`config.mk`:
```
export PLATFORM = sky130hd
export DESIGN_NAME = bram_stream_loader
export DESIGN_NICKNAME = d
export VERILOG_FILES = /design/src/rtl/bram_stream_loader.sv
export SDC_FILE = /design/constraint.sdc
export NUM_CORES = 1
export LEC_CHECK = 0
export CORE_MARGIN = 2
export CORE_UTILIZATION = 50
export DETAILED_ROUTE_END_ITERATION = 7
export GPL_TIMING_DRIVEN = 1
export PLACE_DENSITY = 0.77
export SLEW_MARGIN = 30
export SYNTH_ARGS = -nofsm -noshare
export SYNTH_HDL_FRONTEND = slang
export SYNTH_SLANG_ARGS = --single-unit
```
`constraint.sdc`:
```
create_clock -name Clk -period 4 [get_ports Clk]
set_input_delay 0.4 -clock Clk [delete_from_list [all_inputs] [get_ports Clk]]
set_output_delay 0.4 -clock Clk [all_outputs]
set_load 0.02 [all_outputs]
```
`src/rtl/bram_stream_loader.sv`:
```
// bram_stream_loader
// Loads a host byte stream into MicroBlaze local memory through BRAM port B.
// Bytes are packed big-endian (first byte in bits 0:7) into 32-bit words that
// are written at consecutive word addresses from a word-aligned base. A
// running sum of written words is kept; when C_VERIFY=1 the image is read
// back and its sum compared against the write-side checksum.
//
// Ports (bit 0 is the MSB on every bus):
//   Clk, Rst            block clock, synchronous active-high reset
//   Start               begin a load (IDLE only); Base_Addr/Word_Count sampled with it
//   S_Data/S_Valid/S_Ready  byte stream, accepted when S_Valid && S_Ready
//   BRAM_*_B            BRAM port B (clock/reset forwarded, EN, WEN, Addr, Dout, Din)
//   Busy                high outside IDLE
//   Done                one-cycle completion pulse
//   Verify_Err          read-back sum mismatch, held until the next accepted Start
//   Checksum            sum of written words mod 2^32, held until the next accepted Start
//
// state      | meaning
// -----------+-----------------------------------------------
// IDLE       | waiting for Start
// COLLECT    | accepting stream bytes into the word buffer
// WRITE      | writing the assembled word to BRAM
// VERIFY_RD  | issuing a read-back of word index
// VERIFY_CMP | accumulating the read-back word
// DONE       | one-cycle completion pulse

module bram_stream_loader #(
  parameter int C_PORT_AWIDTH = 32,
  parameter int C_PORT_DWIDTH = 32,
  parameter int C_NUM_WE      = 4,
  parameter int C_VERIFY      = 1
) (
  input  logic                     Clk,
  input  logic                     Rst,
  input  logic                     Start,
  input  logic [0:C_PORT_AWIDTH-1] Base_Addr,
  input  logic [0:15]              Word_Count,
  input  logic [0:7]               S_Data,
  input  logic                     S_Valid,
  output logic                     S_Ready,
  output logic                     BRAM_Rst_B,
  output logic                     BRAM_Clk_B,
  output logic                     BRAM_EN_B,
  output logic [0:C_NUM_WE-1]      BRAM_WEN_B,
  output logic [0:C_PORT_AWIDTH-1] BRAM_Addr_B,
  output logic [0:C_PORT_DWIDTH-1] BRAM_Dout_B,
  input  logic [0:C_PORT_DWIDTH-1] BRAM_Din_B,
  output logic                     Busy,
  output logic                     Done,
  output logic                     Verify_Err,
  output logic [0:C_PORT_DWIDTH-1] Checksum
);

  localparam logic [2:0] S_IDLE       = 3'd0;
  localparam logic [2:0] S_COLLECT    = 3'd1;
  localparam logic [2:0] S_WRITE      = 3'd2;
  localparam logic [2:0] S_VERIFY_RD  = 3'd3;
  localparam logic [2:0] S_VERIFY_CMP = 3'd4;
  localparam logic [2:0] S_DONE       = 3'd5;

  logic [2:0]               state_q;
  logic [0:C_PORT_AWIDTH-1] base_q;
  logic [0:15]              count_q;
  logic [0:15]              idx_q;
  logic [0:15]              idx_inc;
  logic [1:0]               byte_cnt_q;
  logic [0:C_PORT_DWIDTH-1] word_q;
  logic [0:C_PORT_DWIDTH-1] word_next;
  logic [0:C_PORT_DWIDTH-1] rd_sum_q;
  logic [0:C_PORT_DWIDTH-1] rd_sum_next;
  logic [0:C_PORT_AWIDTH-1] addr_q;
  logic [0:C_PORT_DWIDTH-1] dout_q;
  logic [0:C_PORT_DWIDTH-1] checksum_q;
  logic                     verify_err_q;
  logic [0:C_PORT_AWIDTH-1] addr_cur;
  logic [0:C_PORT_AWIDTH-1] addr_inc;

  assign idx_inc     = idx_q + 16'd1;
  // Address arithmetic deliberately wraps at 2^C_PORT_AWIDTH.
  assign addr_cur    = base_q + C_PORT_AWIDTH'({idx_q, 2'b00});
  assign addr_inc    = base_q + C_PORT_AWIDTH'({idx_inc, 2'b00});
  // Shift-in packing leaves the first accepted byte in bits 0:7 after four bytes.
  assign word_next   = {word_q[8:C_PORT_DWIDTH-1], S_Data};
  assign rd_sum_next = rd_sum_q + BRAM_Din_B;

  assign BRAM_Rst_B  = Rst;
  assign BRAM_Clk_B  = Clk;
  assign S_Ready     = (state_q == S_COLLECT);
  assign BRAM_EN_B   = (state_q == S_WRITE) || (state_q == S_VERIFY_RD);
  assign BRAM_WEN_B  = {C_NUM_WE{state_q == S_WRITE}};
  assign BRAM_Addr_B = addr_q;
  assign BRAM_Dout_B = dout_q;
  assign Busy        = (state_q != S_IDLE);
  assign Done        = (state_q == S_DONE);
  assign Verify_Err  = verify_err_q;
  assign Checksum    = checksum_q;

  // Addr/Dout are registered and loaded on the transition into an access
  // state so they are stable for the whole access cycle and hold afterwards.
  always_ff @(posedge Clk) begin
    if (Rst) begin
      state_q      <= S_IDLE;
      base_q       <= '0;
      count_q      <= '0;
      idx_q        <= '0;
      byte_cnt_q   <= '0;
      word_q       <= '0;
      rd_sum_q     <= '0;
      addr_q       <= '0;
      dout_q       <= '0;
      checksum_q   <= '0;
      verify_err_q <= 1'b0;
    end else begin
      case (state_q)
        S_IDLE: begin
          if (Start) begin
            base_q       <= {Base_Addr[0:C_PORT_AWIDTH-3], 2'b00};
            count_q      <= Word_Count;
            idx_q        <= '0;
            byte_cnt_q   <= '0;
            rd_sum_q     <= '0;
            checksum_q   <= '0;
            verify_err_q <= 1'b0;
            state_q      <= (Word_Count == 16'd0) ? S_DONE : S_COLLECT;
          end
        end
        S_COLLECT: begin
          if (S_Valid) begin
            word_q     <= word_next;
            byte_cnt_q <= byte_cnt_q + 2'd1;
            if (byte_cnt_q == 2'd3) begin
              dout_q  <= word_next;
              addr_q  <= addr_cur;
              state_q <= S_WRITE;
            end
          end
        end
        S_WRITE: begin
          checksum_q <= checksum_q + dout_q;
          if (idx_inc == count_q) begin
            if (C_VERIFY != 0) begin
              idx_q   <= '0;
              addr_q  <= base_q;
              state_q <= S_VERIFY_RD;
            end else begin
              idx_q   <= idx_inc;
              state_q <= S_DONE;
            end
          end else begin
            idx_q   <= idx_inc;
            state_q <= S_COLLECT;
          end
        end
        S_VERIFY_RD: begin
          state_q <= S_VERIFY_CMP;
        end
        S_VERIFY_CMP: begin
          rd_sum_q <= rd_sum_next;
          if (idx_inc == count_q) begin
            idx_q        <= idx_inc;
            verify_err_q <= (rd_sum_next != checksum_q);
            state_q      <= S_DONE;
          end else begin
            idx_q   <= idx_inc;
            addr_q  <= addr_inc;
            state_q <= S_VERIFY_RD;
          end
        end
        S_DONE: begin
          state_q <= S_IDLE;
        end
        default: begin
          state_q <= S_IDLE;
        end
      endcase
    end
  end

endmodule

```
=== Word level (Yosys, flattened, before mapping) ===
Cells that the tools add are included.

* Word-level logic and storage cells: 74
* Input bits: 92
* Register bits: 220

* Eq/ne operators: 14
* Mux-type cells: 24
* Reduce and logical (&&, ||, !) cells: 19
* $add $sub $neg: 6

{| class="wikitable"
|+ Operators by type and width
! operator !! count
|-
| two-way mux 32 bit || 5
|-
| one-hot mux 32 bit (2 select lines) || 2
|-
| one-hot mux 32 bit (3 select lines) || 1
|-
| adder 32 x 18 -> 32 bit || 2
|-
| adder 32 bit || 2
|-
| one-hot mux 16 bit (3 select lines) || 1
|-
| two-way mux 16 bit || 2
|-
| != test 32 bit || 1
|-
| adder 16 x 1 -> 16 bit, second input constant || 1
|-
| equality test 16 bit || 1
|-
| logical NOT 16 bit || 1
|-
| two-way mux 3 bit || 5
|-
| one-hot mux 3 bit (5 select lines) || 1
|-
| AND reduction 3 bit || 4
|-
| AND reduction 2 bit || 5
|-
| nonzero test 3 bit || 3
|-
| != test 2 bit, second input constant || 4
|-
| equality test 3 x 2 -> 1 bit, second input constant || 2
|-
| equality test 3 bit, second input constant || 2
|-
| two-way mux 2 bit || 3
|-
| nonzero test 2 bit || 3
|-
| AND reduction 5 bit || 1
|-
| != test 2 x 1 -> 1 bit, second input constant || 2
|-
| one-hot mux 2 bit (2 select lines) || 1
|-
| other kinds (7) || 8
|}

=== Depth between registers and ports, before layout ===
* Word-level depth: 4
* Mapped depth: 22
* Depth with buffers taken out: 19

==> out/results.ini <==
[die]
core_region_area_um2 = 27100
floorplan.initialDensity_pct = 51.2
die_h_um = 171
die_x_um = 171
dieArea_um2 = 29100
num_io_pins = 199
rows = 60

[sta]
tightest_slew_ps = 887
fin_crit_ps = 3810
setup_slack_ps = 188
skew_ps = 12.0
fmax_ghz = 0.262
final-setup-viol-count = 0
slew_viol_final = 0
fin_crit_sh_pct = 95.3
hold_viol = 0
rsz0062_at_grt = no
slew_headroom_pct = 40.7

[clocking]
cts_tree = built
clkTransAtPathRegs_ps = 60
clk-insertion-delay-late_ps = 670
cts_hold_buf = 0

[pwr]
vdd_drop_max_uv = 300
p_leak_nw = 7.08
finalPower_mw = 5.33
power_density_nw_per_um2 = 299

[global_route]
grt_overflow = 0
grt_usage_pct = 29.0
grt_max_degree = 93
grt_pass1_vias = 12900
grt_pass1_wl_um = 67700
grt_antenna_before_repair = 0

[final_layout]
n_antenna_cell = 0
final_core_util_pct = 65.8
drive_gt1_share_pct = 11.0
area_growth_pct = 28.5
final_nets = 2223

[detailed_routing]
wirelength_um = 43500
vias_per_cell = 5.77
ant_nets = 0
routedWlPerCell_um = 17.8
detail_route.iter0.violations = 1389
drc = 0
vias = 14100
drtPass1Iterations = 5

[critical_path]
cp.required_ps = 4570
critical_path.max_fanout = 9
end_kind = flop
cp_data_arrival_time_ps = 4380
crit_start = state_q[1]$_SDFFE_PP0P_
crit_path_start_kind = flop
max_stage_delay_ps = 410
cp_slowest_cell = fa_1
critPathKind = flop to flop
crit_chain = nand2b_4 > nand2b_4 > inv_1 > ha_1 > inv_1 > ha_1 > inv_1 > fa_1 > nor2b_1 > o21ai_0 > a21boi_1 > o21a_1 > o21ai_1 > a21oi_2 > nor3_4 > o31a_4 > or3_1 > a311oi_1
crit_path_frequent_cell = inv_1
reg2reg_from = state_q[1]$_SDFFE_PP0P_

[logic_synthesis]
synth_area_leaders = dfxtp_1 (31%), nand2_1 (8.9%), a21oi_1 (7.6%)
synth-async-reset-ratio_pct = 0
synth.largest_area_cell = dfxtp_1
synth-edff-count = 0
ys_seq_area_share_pct = 31.5
syn_inst = 1804
ys_ff_latch = 218
synth.top_cell.area_share_pct = 31.5
syn_area_um2 = 13900
ys.flop_type = dfxtp_1
post_synth.cell_area_avg_um2 = 7.69
synth.distinct_cells = 99
yosysWarnings = 0

[place]
numPortBuffers = 194
dpl.hpwl_um = 32600
gp_congestion = 0.924
pre_cts_ws_ps = -612

[run]
cap_violations = 0

[hold_path]
min_from = Rst
min_path_type = input port to flop

[run_status]
status = finished, final reports clean

-- state kept, by name, summed over array words and instances, names as in the netlist, 3 cells and up --
| signal | count |
|---|---|
| BRAM_Addr_B | 30 |
| BRAM_Dout_B | 32 |
| Checksum | 32 |
| base_q | 30 |
| count_q | 16 |
| idx_q | 16 |
| rd_sum_q | 32 |
| state_q | 3 |
| word_q | 24 |
-- kinds of logic after synthesis --
family | after synthesis | synth area share [%]
simple gates | 702 | 23.0
compound gates | 507 | 23.2
flops | 218 | 31.5
buf+inv | 151 | 4.68
xor+xnor | 132 | 9.14
fa+ha+maj | 84 | 7.74
mux | 9 | 0.704
other cells | 1 | 0.0270
-- synth_stat cells, types with 17 or more instances --
master      n
nand2_1   328
dfxtp_1   218
a21oi_1   212
nor2_1    159
clkbuf_1   92
xnor2_1    83
ha_1       81
o21ai_0    42
nand3_1    41
xor2_1     40
a22oi_1    39
inv_1      32
nor3_1     30
a21o_1     28
a211oi_1   26
o21ai_1    22
nand4_1    18
a31oi_1    17
-- power breakdown --
group          total, mW  switching, mW  internal, mW
clock               2.48          0.999          1.48
sequential          2.25         0.0364          2.21
combinational      0.598          0.333         0.265
total               5.33           1.37          3.96
-- metrics by stage --
| step | TNS [ps] | instances | instance area [um^2] | hold slack [ps] |
|---|---|---|---|---|
| after floorplan | 0 | 1805 | 13900 | 432 |
| after global placement | -575 | 2387 | 16800 | 435 |
| after CTS | 0 | 2436 | 17700 | 118 |
| after global routing | 0 | 2437 | 17800 | 146 |
| final | 0 | 2437 | 17800 | 145 |
| after detailed placement | -620 | 2387 | 16800 | 444 |
-- worst max-delay path, delay by kind of cell (launching register included) --
family / cells / cell delay (ps)
compound gates: 7 / 1430
fa+ha+maj: 3 / 870
simple gates: 5 / 860
flops: 1 / 320
buf+inv: 3 / 230
-- layout make-up --
type | count | area (um^2)
Clock buffer | 40 | 813
Clock inverter | 10 | 109
Fill cell | 2337 | 9280
Inverter | 32 | 120
Multi-Input combinational cell | 1436 | 8980
Sequential cell | 218 | 4370
Tap cell | 372 | 465
Timing Repair Buffer | 329 | 2970
-- cells in the final DEF, fill, tap and decap left out, types with 9 or more instances in the layout --
master	count
xnor2_1	83
a211oi_1	26
and3_1	12
a311oi_1	15
nand4_1	18
nand2_1	327
o21ai_1	21
a22o_1	11
nor2_1	158
buf_4	134
o21ai_0	42
nand2b_1	13
clkbuf_16	29
a22oi_1	39
nor4_1	11
a21oi_1	211
clkdlybuf4s50_1	193
nor2b_1	16
o21a_1	15
nor3_1	27
dfxtp_1	215
xor2_1	40
a31oi_1	17
or3_1	14
inv_1	32
o211ai_1	16
and2_1	9
nand3_1	40
ha_1	79
a21o_1	28
-- metal layers --
layer  vias to the layer above  wire, um  GRT usage [%]
met2                       503     19200           44.6
met5                         -         0              0
met4                         0       904           6.87
li1                       6878         -              -
met3                        65      3360           4.05
met1                      6620     20000           42.7
-- worst paths after layout --
path | slack [ps] | cells past startpoint | to
setup reg to reg | 190 | 18 | BRAM_Addr_B[13]$_SDFFE_PP0P_
hold / removal | 150 | 2 | byte_cnt_q[1]$_SDFFE_PP0P_
hold reg to reg | 450 | 2 | BRAM_Dout_B[6]$_SDFFE_PP0P_
setup / recovery | 190 | 18 | BRAM_Addr_B[13]$_SDFFE_PP0P_
-- repair_timing --
item / in CTS / in global routing
gates resized for setup: 1 / 18
setup buffers: 0 / 1
setup endpoints to repair: 5 / 22
cloned: 0 / 0
pin swaps: 3 / 12
No activity file was read; power rests on OpenSTA's default activity.
